## config.mk

```make
export PLATFORM = sky130hd
export DESIGN_NAME = uart_rx_fifo
export DESIGN_NICKNAME = d
export VERILOG_FILES = /design/src/rtl/uart_pkg.sv /design/src/rtl/uart_fifo_mem.sv /design/src/rtl/uart_rx_fifo.sv
export SDC_FILE = /design/constraint.sdc
export NUM_CORES = 1
export LEC_CHECK = 0
export BUFFER_PORTS_ARGS = -buffer_cell sky130_fd_sc_hd__buf_4
export CAP_MARGIN = 20
export CORE_ASPECT_RATIO = 0.6
export CORE_MARGIN = 5
export CORE_UTILIZATION = 65
export CTS_CLUSTER_DIAMETER = 50
export DETAILED_ROUTE_END_ITERATION = 6
export GPL_TIMING_DRIVEN = 0
export PLACE_DENSITY_LB_ADDON = 0.2
export SLEW_MARGIN = 10
export SYNTH_ARGS = -nofsm -noshare
export SYNTH_HDL_FRONTEND = slang
export SYNTH_SLANG_ARGS = --single-unit
```

## constraint.sdc

```tcl
create_clock -name i_clk -period 5.3 [get_ports i_clk]
set_input_delay 1.06 -clock i_clk [delete_from_list [all_inputs] [get_ports i_clk]]
set_output_delay 1.06 -clock i_clk [all_outputs]
set_load 0.005 [all_outputs]
```

## src/rtl/uart_pkg.sv

```systemverilog
// Shared UART constants used by the rx/tx datapaths and the top level.
package uart_pkg;

  localparam int unsigned UART_DATA_W        = 8;
  localparam int unsigned UART_RX_FIFO_DEPTH = 16;

endpackage

```

## src/rtl/uart_fifo_mem.sv

```systemverilog
// DEPTH x WIDTH register array: synchronous write port, asynchronous read port.
module uart_fifo_mem
  import uart_pkg::*;
#(
  parameter int unsigned DEPTH = UART_RX_FIFO_DEPTH,
  parameter int unsigned WIDTH = UART_DATA_W
) (
  input  logic                     clk_i,
  input  logic                     we_i,
  input  logic [$clog2(DEPTH)-1:0] waddr_i,
  input  logic [WIDTH-1:0]         wdata_i,
  input  logic [$clog2(DEPTH)-1:0] raddr_i,
  output logic [WIDTH-1:0]         rdata_o
);

  logic [WIDTH-1:0] mem_q [DEPTH];

  // Storage is deliberately not reset; occupancy tracking lives in the parent.
  always_ff @(posedge clk_i) begin
    if (we_i) begin
      mem_q[waddr_i] <= wdata_i;
    end
  end

  assign rdata_o = mem_q[raddr_i];

endmodule

```

## src/rtl/uart_rx_fifo.sv

```systemverilog
// Receive byte buffer: captures strobed bytes from the UART receiver into a circular
// FIFO, serves them show-ahead over valid/ready, and flags drops with a sticky overflow.
module uart_rx_fifo
  import uart_pkg::*;
#(
  parameter int unsigned DEPTH = UART_RX_FIFO_DEPTH,
  parameter int unsigned WIDTH = UART_DATA_W
) (
  input  logic                     i_clk,
  input  logic                     i_reset,
  input  logic [WIDTH-1:0]         i_wr_data,
  input  logic                     i_wr_valid,
  output logic [WIDTH-1:0]         o_rd_data,
  output logic                     o_rd_valid,
  input  logic                     i_rd_ready,
  output logic [$clog2(DEPTH):0]   o_count,
  output logic                     o_full,
  output logic                     o_empty,
  output logic                     o_overflow,
  input  logic                     i_clr_ovf
);

  localparam int unsigned AW = $clog2(DEPTH);
  localparam int unsigned CW = AW + 1;
  localparam logic [CW-1:0] CountFull = CW'(DEPTH);

  logic [AW-1:0]    wp_q, wp_d, rp_q, rp_d;
  logic [CW-1:0]    count_q, count_d;
  logic             full_q, full_d, empty_q, empty_d, ovf_q, ovf_d;
  logic             rd_fire, wr_en, ovf_set;
  logic [WIDTH-1:0] mem_rdata;

  assign rd_fire = !empty_q && i_rd_ready;
  // A full FIFO still accepts a write when a read frees a slot on the same edge.
  assign wr_en   = i_wr_valid && (!full_q || rd_fire);
  assign ovf_set = i_wr_valid && full_q && !rd_fire;

  always_comb begin
    wp_d    = wp_q;
    rp_d    = rp_q;
    count_d = count_q;
    if (wr_en) begin
      wp_d = wp_q + AW'(1);
    end
    if (rd_fire) begin
      rp_d = rp_q + AW'(1);
    end
    unique case ({wr_en, rd_fire})
      2'b10:   count_d = count_q + CW'(1);
      2'b01:   count_d = count_q - CW'(1);
      default: count_d = count_q;
    endcase
    full_d  = (count_d == CountFull);
    empty_d = (count_d == '0);
    ovf_d   = ovf_set ? 1'b1 : (i_clr_ovf ? 1'b0 : ovf_q);
  end

  always_ff @(posedge i_clk or negedge i_reset) begin
    if (!i_reset) begin
      wp_q    <= '0;
      rp_q    <= '0;
      count_q <= '0;
      full_q  <= 1'b0;
      empty_q <= 1'b1;
      ovf_q   <= 1'b0;
    end else begin
      wp_q    <= wp_d;
      rp_q    <= rp_d;
      count_q <= count_d;
      full_q  <= full_d;
      empty_q <= empty_d;
      ovf_q   <= ovf_d;
    end
  end

  uart_fifo_mem #(
    .DEPTH (DEPTH),
    .WIDTH (WIDTH)
  ) u_mem (
    .clk_i   (i_clk),
    .we_i    (wr_en),
    .waddr_i (wp_q),
    .wdata_i (i_wr_data),
    .raddr_i (rp_q),
    .rdata_o (mem_rdata)
  );

  // Masked while empty so the unreset storage never leaks X onto the bus.
  assign o_rd_data  = empty_q ? '0 : mem_rdata;
  assign o_rd_valid = !empty_q;
  assign o_count    = count_q;
  assign o_full     = full_q;
  assign o_empty    = empty_q;
  assign o_overflow = ovf_q;

endmodule

```

Word-level counts from Yosys, hierarchy flattened
Memory sizes are Yosys's and may differ from the RTL's.
Index checks and enable logic that the tools add are counted.
Widths: inputs -> output; s select.
{"block": "totals", "mem_bits_rw": 128, "reg_bits": 16, "word_cells": 30, "memories": 1}
{"memory": "u_mem.mem_q", "depth": 16, "word_bits": 8, "rd": 1, "rd_clocked_by_memory_dff": 0, "write_ports": 1, "line": "uart_fifo_mem.sv:16", "source": "logic [WIDTH-1:0] mem_q [DEPTH];"}
{"block": "classes", "addsub": 4, "n_reduce_logical": 10, "eq_ne": 3, "mux": 6}
{"operator": "$pmux 5 s2", "n": 1}
{"operator": "$add 4x1->4 const B", "n": 2}
{"operator": "$mux 8", "n": 1}
{"operator": "$add 5x1->5 const B", "n": 1}
{"operator": "$eq 5x5->1 const B", "n": 1}
{"operator": "$logic_not 5->1", "n": 1}
{"operator": "$sub 5x1->5 const B", "n": 1}
{"operator": "$logic_and 1x1->1", "n": 4}
{"operator": "$mux 1", "n": 4}
{"operator": "$logic_not 1->1", "n": 3}
{"operator": "$eq 2x1->1 const B", "n": 1}
{"operator": "$eq 2x2->1 const B", "n": 1}
{"operator": "$reduce_bool 2->1", "n": 1}
{"operator": "$logic_or 1x1->1", "n": 1}

Longest topological paths before layout
Gate-level depths: netlist of the first run.
{"block": "depth", "depth_word": 7, "mapped_depth": 12}

Modules after synthesis
Synthesis of the first run repeated with hierarchy kept, for this count alone.
{"block": "unflattened", "hier_cells": 312, "hier_area_um2": 5931.9}
{"mod": "uart_fifo_mem", "area_per_inst_um2": 4987.3, "instances": 1, "cells_per_inst": 221, "seq_area_each_um2": 3843.7}
{"mod": "uart_rx_fifo", "area_per_inst_um2": 944.7, "instances": 1, "cells_per_inst": 91, "seq_area_each_um2": 401.6}

Worst setup path before layout of the first run
No wires, ideal clock.
{"block": "synth_path", "kind": "input -> register", "start": "input i_rd_ready", "end": "register full_q (netlist: o_full)", "n_path_buf": 1, "arrival_time_ns": 3.093, "stages": 12, "path_slack_ns": 2.119, "required_ns": 5.212, "cell_sequence": "nand2b_1 -> a21boi_0 -> inv_1 -> ha_1 -> buf_2 -> xor2_1 -> ha_1 -> o21ai_0 -> a21oi_1 -> a2111oi_2 -> xor2_1 -> nor3b_1"}
{"block": "synth_between", "elab_chain_len": 6, "elab_cells_between_ends": 7}
{"item": "start: declaration", "line": "uart_rx_fifo.sv:15", "source": "input logic i_rd_ready,"}
{"item": "$logic_and 1x1->1 (*)", "line": "uart_rx_fifo.sv:33", "source": "assign rd_fire = !empty_q && i_rd_ready;"}
{"item": "$logic_or 1x1->1", "line": "uart_rx_fifo.sv:35", "source": "assign wr_en = i_wr_valid && (!full_q || rd_fire);"}
{"item": "$logic_and 1x1->1", "line": "uart_rx_fifo.sv:35"}
{"item": "$eq 2x1->1 or $eq 2x2->1 (tied branches)", "line": "uart_rx_fifo.sv:48", "source": "unique case ({wr_en, rd_fire})"}
{"item": "$pmux 5 s2 (*)", "line": "uart_rx_fifo.sv:48"}
{"item": "net count_d[4]", "line": "uart_rx_fifo.sv:28", "source": "logic [CW-1:0] count_q, count_d;"}
{"item": "$eq 5x5->1 (*)", "line": "uart_rx_fifo.sv:53", "source": "full_d = (count_d == CountFull);"}
{"item": "net full_d", "line": "uart_rx_fifo.sv:29", "source": "logic full_q, full_d, empty_q, empty_d, ovf_q, ovf_d;"}
{"item": "end signal: assignment", "line": "uart_rx_fifo.sv:70", "source": "full_q <= full_d;"}
{"item": "end: declaration", "line": "uart_rx_fifo.sv:29"}
Mark *: on every way through the listed nets, which the timed path passes. The rest lies on a longest branch.
A chain may end at the register's enable or synchronous reset.

Worst setup path in the final report of the first run
{"block": "layout_path", "start": "register rp_q[0]", "end": "output o_rd_data[7]"}
{"block": "layout_between", "elab_chain_len": 2}
{"item": "start: declaration", "line": "uart_rx_fifo.sv:27", "source": "logic [AW-1:0] wp_q, wp_d, rp_q, rp_d;"}
{"item": "start signal: assignment", "line": "uart_rx_fifo.sv:68", "source": "rp_q <= rp_d;"}
{"item": "$mem_v2 16x8"}
{"item": "$mux 8", "line": "uart_rx_fifo.sv:89", "source": "assign o_rd_data = empty_q ? '0 : mem_rdata;"}
{"item": "end: declaration", "line": "uart_rx_fifo.sv:13", "source": "output logic [WIDTH-1:0] o_rd_data,"}
Every way passes these cells.

==> results.py, run 1 <==
metrics = {
    "drt": {
        "vias": 2993,
        "drtAntennaViolNets": 0,
        "routed_wirelength_um": 11700,
        "dr.pass1.iters": 5,
        "routed_via_density": 6.34,
        "initialDrtViolationCount": 358,
        "routedWlPerCell_um": 24.8,
        "drc": 0,
    },
    "min_path": {
        "min_path_type": "in2async",
    },
    "timing": {
        "hold_violations": 0,
        "fin_crit_sh_pct": 69.3,
        "setup_violations": 0,
        "setup_tns_ps": 0,
        "skew_ps": 6.85,
        "timing.fmax_ghz": 0.272,
        "period_minus_slack_ps": 3670,
        "relSlewSlack_pct": 63.6,
        "worst_slew_pin_slew_ps": 546,
        "report.final.slew_viol_count": 0,
        "rsz0062_at_grt": "false",
    },
    "cells_and_area": {
        "final_cell_area_um2": 7040,
        "fillers": 464,
        "final_core_util_pct": 77.4,
        "fin_cells": 472,
        "syn2layout_area_growth_pct": 17.3,
        "final_common_cell": "edfxtp_1",
        "diodes": 0,
        "finish.net_count": 364,
        "final_layout_size_suffix_gt1_share_pct": 26.7,
        "final_cell_mix": "128 x edfxtp_1, 33 x buf_4, 21 x and2_1, 21 x mux4_1, 19 x mux4_2",
    },
    "setup_path": {
        "r2r_setup_slack_ps": 2020,
        "r2r_cells": 12,
        "cp-end-kind": "output port",
        "crit_arrival_ps": 2610,
        "r2r-start": "o_empty$_DFF_PN1_",
        "critPathRequiredTime_ps": 4240,
        "crit_type": "reg2out",
        "start_kind": "flip-flop",
        "worstPathMaxFanout": 10,
        "reg2reg_to": "o_full$_DFF_PN0_",
    },
    "power_and_ir_drop": {
        "netSwitchingFraction_pct": 27.3,
        "p_comb_share_pct": 30.8,
        "power_leakage_nw": 2.49,
        "p_total_w": 0.00406,
        "power_frac_clock_pct": 33.2,
        "internal_power_w": 0.00295,
        "power_density_nw_per_um2": 577,
        "vdd_drop_max_mv": 0.368,
        "p_switching_w": 0.00111,
        "seqPwrFrac_pct": 36.1,
    },
    "place": {
        "post_dp_cell_area_um2": 6360,
        "place_congestion": 0.795,
        "dp.cells": 440,
        "portBuffers": 29,
        "dpl.hpwl_um": 7220,
    },
    "cts": {
        "cts_tree": "yes",
        "cts_setup_buffers": 0,
        "cts_num_sinks": 144,
        "clock_path_buffers": 2,
        "root_buffer": "clkbuf_16",
        "clkTransAtPathRegs_ps": 60,
        "cts_made_buffers": 17,
        "cts_max_level": 4,
        "hold_buffers": 0,
        "post_cts_resized": 0,
        "clock_latency_ps": 420,
    },
    "logic_synthesis": {
        "synth.avg_cell_area_um2": 20.3,
        "synthCells": 295,
        "ys_types": 37,
        "syn_nets": 316,
        "ys_seq_elements": 144,
        "synth_seq_area_share_pct": 70.7,
        "syn-cell-area_um2": 6000,
        "synthArstFlopShare_pct": 11.1,
        "yosys_warnings": 0,
        "synth-main-ff-cell": "edfxtp_1",
        "synth_enable_flop_cells": 128,
    },
    "floorplanning": {
        "ioPinCount": 30,
        "rows": 27,
        "dieWidth_um": 134,
        "placeableCoreArea_um2": 9090,
        "die_height_um": 84.4,
        "die-area_um2": 11300,
        "initial_core_util_pct": 66.0,
    },
    "status": {
        "status": "finished clean",
    },
    "global_route": {
        "grt_pass1_wl_um": 18000,
        "grt_pass1_vias": 3047,
        "grt_usage_pct": 22.9,
        "antenna_found_initial": 0,
        "grt_overflow": 0,
        "grt_max_degree": 17,
    },
    "flow_run": {
        "maxCapViolCount": 0,
    },
}
-- flip-flops by register name (all words and copies together) (netlist names) --
name / flops
u_mem.mem_q: 128
o_count: 5
rp_q: 4
wp_q: 4
o_empty: 1
o_full: 1
o_overflow: 1
-- area by class of cell --
cell class	instances	area (µm²)	share of cell area, %
clock inverters	9	176	2.51
inverters	6	22.5	0.320
clock buffers	23	498	7.08
plain buffers	15	118	1.67
well taps	116	145	2.06
multi-input cells	130	1620	23.0
flip-flops and latches	144	4250	60.3
repair buffers	29	218	3.09
-- per-stage QoR --
step / hold slack [ps] / setup slack, ps
6_report: 494 / 1630
5_1_grt: 495 / 1560
4_1_cts: 487 / 1640
3_5_place_dp: 503 / 1510
3_3_place_gp: 493 / 1540
2_1_floorplan: 492 / 2120
-- power by group through the flow --
stage,Combinational (W),Sequential (W),Clock [W]
floorplan,0.000845,0.00147,0
global placement,0.00121,0.00147,0
detailed placement,0.00123,0.00148,0
CTS,0.00126,0.00146,0.00136
global route,0.00135,0.00148,0.00143
finish,0.00125,0.00146,0.00135
-- worst max-delay path, stage by stage, from the launching register on --
cell	delay, ps
dfrtp_1	370
buf_6	170
buf_8	170
mux4_1	690
mux4_2	490
and2_1	160
buf_4	130
-- logic make-up (layout without fill, tap and decap cells) --
kind of cell               Yosys count  count (layout)  synth area share [%]
buffers and inverters               21              82                  2.34
muxes                               41              41                  16.5
adders and majority gates            8               8                  1.67
xor gates and xnor gates            11              11                  1.61
AOI/OAI and AO/OA                   15              15                  1.71
and+or+nand+nor                     55              55                  5.42
DFF                                144             144                  70.7
-- how the worst max path moves through the flow --
stage / start / end / cells past startpoint
2_1_floorplan: i_rd_ready / o_full$_DFF_PN0_ / 12
3_3_place_gp: i_rd_ready / o_full$_DFF_PN0_ / 13
3_5_place_dp: i_rd_ready / o_full$_DFF_PN0_ / 13
4_1_cts: rp_q[0]$_DFFE_PN0P_ / o_rd_data[2] / 6
5_1_grt: rp_q[0]$_DFFE_PN0P_ / o_rd_data[2] / 6
6_report: rp_q[0]$_DFFE_PN0P_ / o_rd_data[7] / 6
-- cells in the mapped netlist, drive strengths merged, types with 2 or more instances --
library cell,count,area [µm²]
xor2,3,26.3
nor3,3,15.0
dfrtp,15,375
nand2b,2,12.5
xnor2,8,70.1
a21oi,3,15.0
mux4,40,980
nor3b,2,15.0
and2,21,131
nor2,4,15.0
clkbuf,3,11.3
edfxtp,128,3840
o21ai,5,25.0
and4,4,35.0
inv,6,22.5
nor2b,3,18.8
nand4,2,12.5
nand3,2,10.0
buf,12,106
ha,8,100
nand2,9,33.8
-- per-layer routing --
metal  track usage, %  part of all wire [%]  vias up
li1                 -                     -     1303
met1             34.1                    44     1556
met2             33.3                    47      119
met3             6.47                   7.7       15
met4             8.50                   1.6        0
met5                0                     0        -
Power figures use the tool's default switching activity.
==> run 2: changes to the inputs <==
--- a/config.mk
+++ b/config.mk
@@ -5,11 +5,12 @@
 export SDC_FILE = /design/constraint.sdc
 export NUM_CORES = 1
 export LEC_CHECK = 0
+export ABC_AREA = 1
 export BUFFER_PORTS_ARGS = -buffer_cell sky130_fd_sc_hd__buf_4
 export CAP_MARGIN = 20
 export CORE_ASPECT_RATIO = 0.6
 export CORE_MARGIN = 5
-export CORE_UTILIZATION = 65
+export CORE_UTILIZATION = 55
 export CTS_CLUSTER_DIAMETER = 50
 export DETAILED_ROUTE_END_ITERATION = 6
 export GPL_TIMING_DRIVEN = 0
==> constraint.sdc (replaced) <==
create_clock -name i_clk -period 3 [get_ports i_clk]
set_input_delay 0.6 -clock i_clk [delete_from_list [all_inputs] [get_ports i_clk]]
set_output_delay 0.6 -clock i_clk [all_outputs]
set_load 0.005 [all_outputs]
==> run 2 against run 1 <==
Against the previous run:
- total power up 92%
- worst setup slack got worse by 1600 ps
- final cell count grew 49%
- critical path depth is 3 higher
- largest power group is now combinational cells
- synthesized area increased by 1.4%
- worst hold slack got worse by 460 ps
- wire length rose by 33%
- clock skew grew 5.0 ps
- core utilization fell by 11 points
- via count grew 42%
- die area is 18% higher
- critical endpoint is now o_rd_data[5]
- largest cell class unchanged
==> results.py, run 2 <==
metrics = {
    "logic_synthesis": {
        "synth_seq_area_share_pct": 69.8,
        "synthAdderAreaFrac_pct": 1.65,
        "synth-simple-area-share_pct": 12.7,
        "synth_top_family_by_area": "simple AND/OR/NAND/NOR gates",
        "synth-xor-area-share_pct": 1.01,
        "synth.avg_cell_area_um2": 12.1,
        "netlist_top_cells_count": "128 x edfxtp_1, 116 x nor2_1, 44 x o21ai_0",
        "synthTopCellsByArea": "edfxtp_1 63%, nor2_1 7.2%, dfrtp_1 6.2%, o211ai_1 3.9%, o21ai_0 3.6%",
        "syn_nets": 525,
        "synthArstFlopShare_pct": 11.1,
        "yosys_warnings": 0,
        "synth_mux_area_share_pct": 0,
        "synth_top_area_share_pct": 63.2,
        "synth_enable_flop_cells": 128,
        "synth_most_common_cell": "edfxtp_1",
        "ys_seq_elements": 144,
        "syn-cell-area_um2": 6080,
        "synth_area_leader_cell": "edfxtp_1",
        "synth-main-ff-cell": "edfxtp_1",
        "ys_types": 28,
        "synth_compound_area_share_pct": 10.3,
        "synthCells": 504,
    },
    "cells_and_area": {
        "final_cell_mix": "128 x edfxtp_1, 116 x nor2_1, 44 x o21ai_0",
        "final_layout_size_suffix_gt1_share_pct": 16.6,
        "ff_latch_area_um2": 4250,
        "fin_cells": 704,
        "syn2layout_area_growth_pct": 16.9,
        "largest_reg_flops": 128,
        "largest-register": "u_mem.mem_q",
        "diodes": 0,
        "multi_input_area_um2": 1560,
        "final_common_cell": "edfxtp_1",
        "fillers": 779,
        "finish.net_count": 573,
    },
    "timing": {
        "hold_violations": 0,
        "rsz0062_at_grt": "false",
        "fin_crit_sh_pct": 99.2,
        "period_minus_slack_ps": 2970,
        "timing.fmax_ghz": 0.336,
        "skew_ps": 11.9,
        "setup_tns_ps": 0,
        "setup_violations": 0,
        "report.final.slew_viol_count": 0,
        "worst_slew_pin_slew_ps": 972,
        "relSlewSlack_pct": 35.0,
    },
    "cts": {
        "clock_path_buffers": 2,
        "cts_tree": "yes",
        "cts_max_level": 4,
        "cts_setup_buffers": 0,
        "cts_num_sinks": 144,
        "hold_buffers": 0,
        "clock_latency_ps": 420,
        "root_buffer": "clkbuf_16",
        "cts_made_buffers": 17,
        "clkTransAtPathRegs_ps": 60,
    },
    "power_and_ir_drop": {
        "power_density_nw_per_um2": 1100,
        "power_frac_clock_pct": 28.3,
        "p_comb_share_pct": 38.0,
        "vdd_drop_max_mv": 0.607,
        "power_leakage_nw": 2.58,
        "seqPwrFrac_pct": 33.7,
        "internal_power_w": 0.00491,
        "p_switching_w": 0.00288,
        "netSwitchingFraction_pct": 37.0,
    },
    "floorplanning": {
        "initial_core_util_pct": 56.8,
        "dieWidth_um": 146,
        "die-area_um2": 13300,
        "rows": 29,
        "ioPinCount": 30,
        "die_height_um": 91.5,
        "placeableCoreArea_um2": 10700,
    },
    "global_route": {
        "grt_pass1_vias": 3853,
        "grt_overflow": 0,
        "grt_max_degree": 17,
        "grt_usage_pct": 23.7,
        "antenna_found_initial": 0,
        "grt_pass1_wl_um": 23200,
    },
    "drt": {
        "initialDrtViolationCount": 539,
        "drtAntennaViolNets": 0,
        "vias": 4248,
        "routed_via_density": 6.03,
        "dr.pass1.iters": 5,
        "routed_wirelength_um": 15500,
        "drc": 0,
        "routedWlPerCell_um": 22.0,
    },
    "setup_path": {
        "critPathRequiredTime_ps": 2400,
        "cpPeakStageDelay_ps": 460,
        "cp_common_cell": "nor2_1",
        "crit_arrival_ps": 2370,
        "path_cells": "buf_6, buf_8, nor2_1, nor2_1, o21ai_0, o211ai_1, nand3_1, a21oi_1, buf_4",
        "start_kind": "flip-flop",
        "worstPathMaxFanout": 10,
        "crit_type": "reg2out",
        "slowest_stage": "dfrtp_1",
        "cp-end-kind": "output port",
        "r2r_setup_slack_ps": 220,
    },
    "flow_run": {
        "maxCapViolCount": 0,
    },
    "place": {
        "dp.cells": 672,
        "dpl.hpwl_um": 10300,
        "place_congestion": 0.948,
        "portBuffers": 29,
    },
    "status": {
        "status": "finished clean",
    },
    "min_path": {
        "min_path_type": "in2async",
    },
}
## run 2: cell types whose count changed in the layout (fill, tap and decap cells not counted), moves of 12 or more
| cell | before | now |
|---|---|---|
| nor2_1 | 4 | 116 |
| o211ai_1 | 0 | 32 |
| nand3_1 | 2 | 26 |
| inv_1 | 6 | 18 |
| mux4_1 | 21 | 0 |
| mux4_2 | 19 | 0 |
| o21ai_1 | 0 | 25 |
| nand2_1 | 9 | 35 |
| o21ai_0 | 5 | 44 |
| and2_1 | 21 | 0 |
## run 2: metrics by stage
step / utilization [%] / power [W] / setup WS, ps / area [µm²] / hold slack, ps
floorplan: - / 0.00436 / 620 / 6080 / 304
global placement: 60.5 / 0.00540 / 219 / 6470 / 475
detailed placement: 60.5 / 0.00549 / 133 / 6470 / 474
CTS: 66.3 / 0.00770 / 77.6 / 7090 / 31.1
global route: 66.4 / 0.00814 / 17.4 / 7110 / 45.2
finish: 66.4 / 0.00779 / 25.3 / 7110 / 35.5
## run 2: cell type report
cell class | instances | area share [%]
clock buffers | 18 | 6.03
well taps | 139 | 2.45
clock inverters | 14 | 2.67
repair buffers | 29 | 3.06
plain buffers | 24 | 2.73
multi-input cells | 311 | 22.0
flip-flops and latches | 144 | 59.7
inverters | 25 | 1.37
## run 2: path summary, 6_finish.rpt
| check | start | end | depth (start not counted) |
|---|---|---|---|
| setup / recovery | rp_q[0]$_DFFE_PN0P_ | o_rd_data[5] | 9 |
| hold / removal | i_reset | o_full$_DFF_PN0_ | 1 |
| setup reg to reg | o_empty$_DFF_PN1_ | o_full$_DFF_PN0_ | 16 |
| hold reg to reg | o_overflow$_DFFE_PN0P_ | o_overflow$_DFFE_PN0P_ | 2 |
| max in group asynchronous | i_reset | o_empty$_DFF_PN1_ | 1 |
| min in group i_clk | i_clr_ovf | o_overflow$_DFFE_PN0P_ | 2 |
## run 2: worst max-delay path: cells and delay by family, from the launching register on
family	cells	cell delay [ps]
buffers and inverters	3	570
AO/OA/AOI/OAI	3	560
flip-flops	1	460
AND/OR/NAND/NOR	3	350
## run 2: cell families (layout without fill, tap and decap cells)
logic type,Yosys count,count (layout)
adders and majority gates,8,8
buffers and inverters,49,110
and+or+nand+nor,187,187
DFF,144,144
AOI/OAI and AO/OA,109,109
xor gates and xnor gates,7,7
## run 2: power groups by stage
stage	clock network [W]	registers [W]	logic [W]
finish	0.00221	0.00262	0.00296
floorplan	0	0.00262	0.00174
global placement	0	0.00264	0.00276
global route	0.00231	0.00265	0.00317
detailed placement	0	0.00266	0.00283
CTS	0.00221	0.00262	0.00286
## run 2: routing by layer
layer  wire, µm  vias up  track usage [%]
li1           -     1899                -
met1       6790     2061             35.8
met2       6780      252             33.5
met3       1710       36             6.87
met4        243        0             6.64
met5          0        -                0
## run 2: timing repair
| item | CTS | global route |
|---|---|---|
| setup endpoints to repair | 0 | 6 |
| hold endpoints to repair | 0 | 0 |
| resized for setup | 0 | 9 |
==> run 3: changes to the inputs <==
--- a/config.mk
+++ b/config.mk
@@ -10,7 +10,7 @@
 export CAP_MARGIN = 20
 export CORE_ASPECT_RATIO = 0.6
 export CORE_MARGIN = 5
-export CORE_UTILIZATION = 55
+export CORE_UTILIZATION = 61
 export CTS_CLUSTER_DIAMETER = 50
 export DETAILED_ROUTE_END_ITERATION = 6
 export GPL_TIMING_DRIVEN = 0
==> constraint.sdc (replaced) <==
create_clock -name i_clk -period 3.3 [get_ports i_clk]
set_input_delay 0.66 -clock i_clk [delete_from_list [all_inputs] [get_ports i_clk]]
set_output_delay 0.66 -clock i_clk [all_outputs]
set_load 0.005 [all_outputs]
==> run 3 against run 2 <==
Against the previous run:
- sequential share of layout area is 0.23 points higher
- core utilization increased by 5.8 points
- global-route usage up 3.7 points
- final cell count is 0.57% lower
- clock power shrank 10%
- worst hold slack gained 72 ps
- combinational power down 9.1%
- clock-buffer cell count rose by 9
- register-to-register slack improved by 260 ps
- via count is 0.66% lower
- die area fell by 9.0%
- largest cell class unchanged
- largest power group unchanged
==> results.py, run 3 (synthesis results as in run 2) <==
metrics = {
    "timing": {
        "hold_violations": 0,
        "relSlewSlack_pct": 41.2,
        "fin_crit_sh_pct": 94.4,
        "setup_violations": 0,
        "rsz0062_at_grt": "false",
        "setup_tns_ps": 0,
        "skew_ps": 8.29,
        "timing.fmax_ghz": 0.321,
        "worst_slew_pin_slew_ps": 878,
        "report.final.slew_viol_count": 0,
        "period_minus_slack_ps": 3110,
        "hold-worst-slack_ps": 108,
    },
    "power_and_ir_drop": {
        "vdd_drop_max_mv": 0.546,
        "p_total_w": 0.00706,
        "power_density_nw_per_um2": 997,
        "power_leakage_nw": 2.57,
    },
    "cells_and_area": {
        "diodes": 0,
        "largest-register": "u_mem.mem_q",
        "final_cell_mix": "128 x edfxtp_1, 116 x nor2_1, 44 x o21ai_0",
        "final_layout_size_suffix_gt1_share_pct": 15.2,
        "largest_reg_flops": 128,
        "syn2layout_area_growth_pct": 16.5,
        "final_common_cell": "edfxtp_1",
        "finish.net_count": 573,
        "fillers": 669,
        "final_core_util_pct": 72.2,
    },
    "min_path": {
        "min_path_type": "in2async",
    },
    "setup_path": {
        "crit_type": "reg2out",
        "path_buf_inv": 2,
        "slowest_stage": "clkbuf_1",
        "critPathRequiredTime_ps": 2640,
        "cpPeakStageDelay_ps": 480,
        "path_cells": "clkbuf_1, o21ai_0, o211ai_1, nand3_1, a21oi_1, buf_4",
        "crit_arrival_ps": 2450,
        "r2r_cells": 16,
        "cp-end-kind": "output port",
        "worstPathMaxFanout": 10,
        "reg2reg_to": "o_full$_DFF_PN0_",
        "start_kind": "flip-flop",
        "r2r-start": "o_empty$_DFF_PN1_",
        "r2r_setup_slack_ps": 480,
        "critical-path-top-delay-family": "compound AO/OA/AOI/OAI gates",
    },
    "status": {
        "status": "finished clean",
    },
    "drt": {
        "vias": 4220,
        "routedWlPerCell_um": 22.4,
        "dr.pass1.iters": 6,
        "drc": 0,
        "initialDrtViolationCount": 509,
        "routed_wirelength_um": 15700,
        "routed_via_density": 6.03,
        "drtAntennaViolNets": 0,
    },
    "cts": {
        "clock_latency_ps": 410,
        "cts_setup_buffers": 0,
        "cts_num_sinks": 144,
        "hold_buffers": 0,
        "cts_tree": "yes",
        "clock_path_buffers": 2,
        "cts_max_level": 4,
        "post_cts_resized": 0,
        "root_buffer": "clkbuf_16",
        "clkTransAtPathRegs_ps": 60,
        "cts_made_buffers": 17,
    },
    "global_route": {
        "grt_max_degree": 17,
        "grt_usage_pct": 27.4,
        "grt_pass1_vias": 4141,
        "grt_pass1_wl_um": 24100,
        "grt_overflow": 0,
        "antenna_found_initial": 0,
    },
    "floorplanning": {
        "rows": 28,
        "placeableCoreArea_um2": 9810,
        "initial_core_util_pct": 62.0,
        "dieWidth_um": 139,
        "ioPinCount": 30,
        "die-area_um2": 12100,
        "die_height_um": 87.4,
    },
    "place": {
        "place_congestion": 0.956,
        "dpl.hpwl_um": 10600,
        "portBuffers": 29,
    },
    "flow_run": {
        "maxCapViolCount": 0,
    },
}
run 3: changes by cell type in the layout (fill, tap and decap cells not counted), moves of 2 or more:
| cell | before | now |
|---|---|---|
| clkbuf_1 | 3 | 10 |
| clkinv_4 | 4 | 0 |
| buf_2 | 6 | 9 |
| clkbuf_4 | 3 | 0 |
| clkbuf_8 | 0 | 3 |
| clkbuf_2 | 3 | 1 |
| clkinvlp_4 | 2 | 0 |
run 3: through the flow:
step | worst slack, ps | instance area (µm²) | instances
2_1_floorplan | 860 | 6080 | 504
5_1_grt | 143 | 7080 | 700
3_5_place_dp | 359 | 6470 | 668
6_report | 186 | 7080 | 700
4_1_cts | 269 | 7080 | 700
3_3_place_gp | 408 | 6470 | 668
run 3: layer usage:
layer / up-vias / track usage, % / routed length, µm
met3: 28 / 9.11 / 1800
met4: 0 / 6.93 / 194
met5: - / 0 / 0
li1: 1890 / - / -
met2: 238 / 42.4 / 7110
met1: 2064 / 38.2 / 6590
run 3: how the worst max path moves through the flow:
stage,from,to,depth (start not counted)
floorplan,i_rd_ready,o_full$_DFF_PN0_,16
global placement,i_rd_ready,o_full$_DFF_PN0_,17
detailed placement,i_rd_ready,o_full$_DFF_PN0_,17
CTS,rp_q[0]$_DFFE_PN0P_,o_rd_data[5],7
global route,rp_q[0]$_DFFE_PN0P_,o_rd_data[5],7
finish,rp_q[1]$_DFFE_PN0P_,o_rd_data[6],6
run 3: final cells by class:
cell class | count | area [µm²] | share of cell area, %
clock inverters | 5 | 100 | 1.41
flip-flops and latches | 144 | 4250 | 59.9
clock buffers | 27 | 514 | 7.26
repair buffers | 29 | 218 | 3.07
inverters | 25 | 93.8 | 1.32
plain buffers | 24 | 184 | 2.60
multi-input cells | 311 | 1560 | 22.0
well taps | 135 | 169 | 2.38
run 3: where the power goes:
part	internal (W)	switching [W]	leakage, nW
registers	0.00225	0.000144	1.35
clock network	0.00129	0.000685	0.301
logic	0.000930	0.00176	0.921
total	0.00447	0.00259	2.57
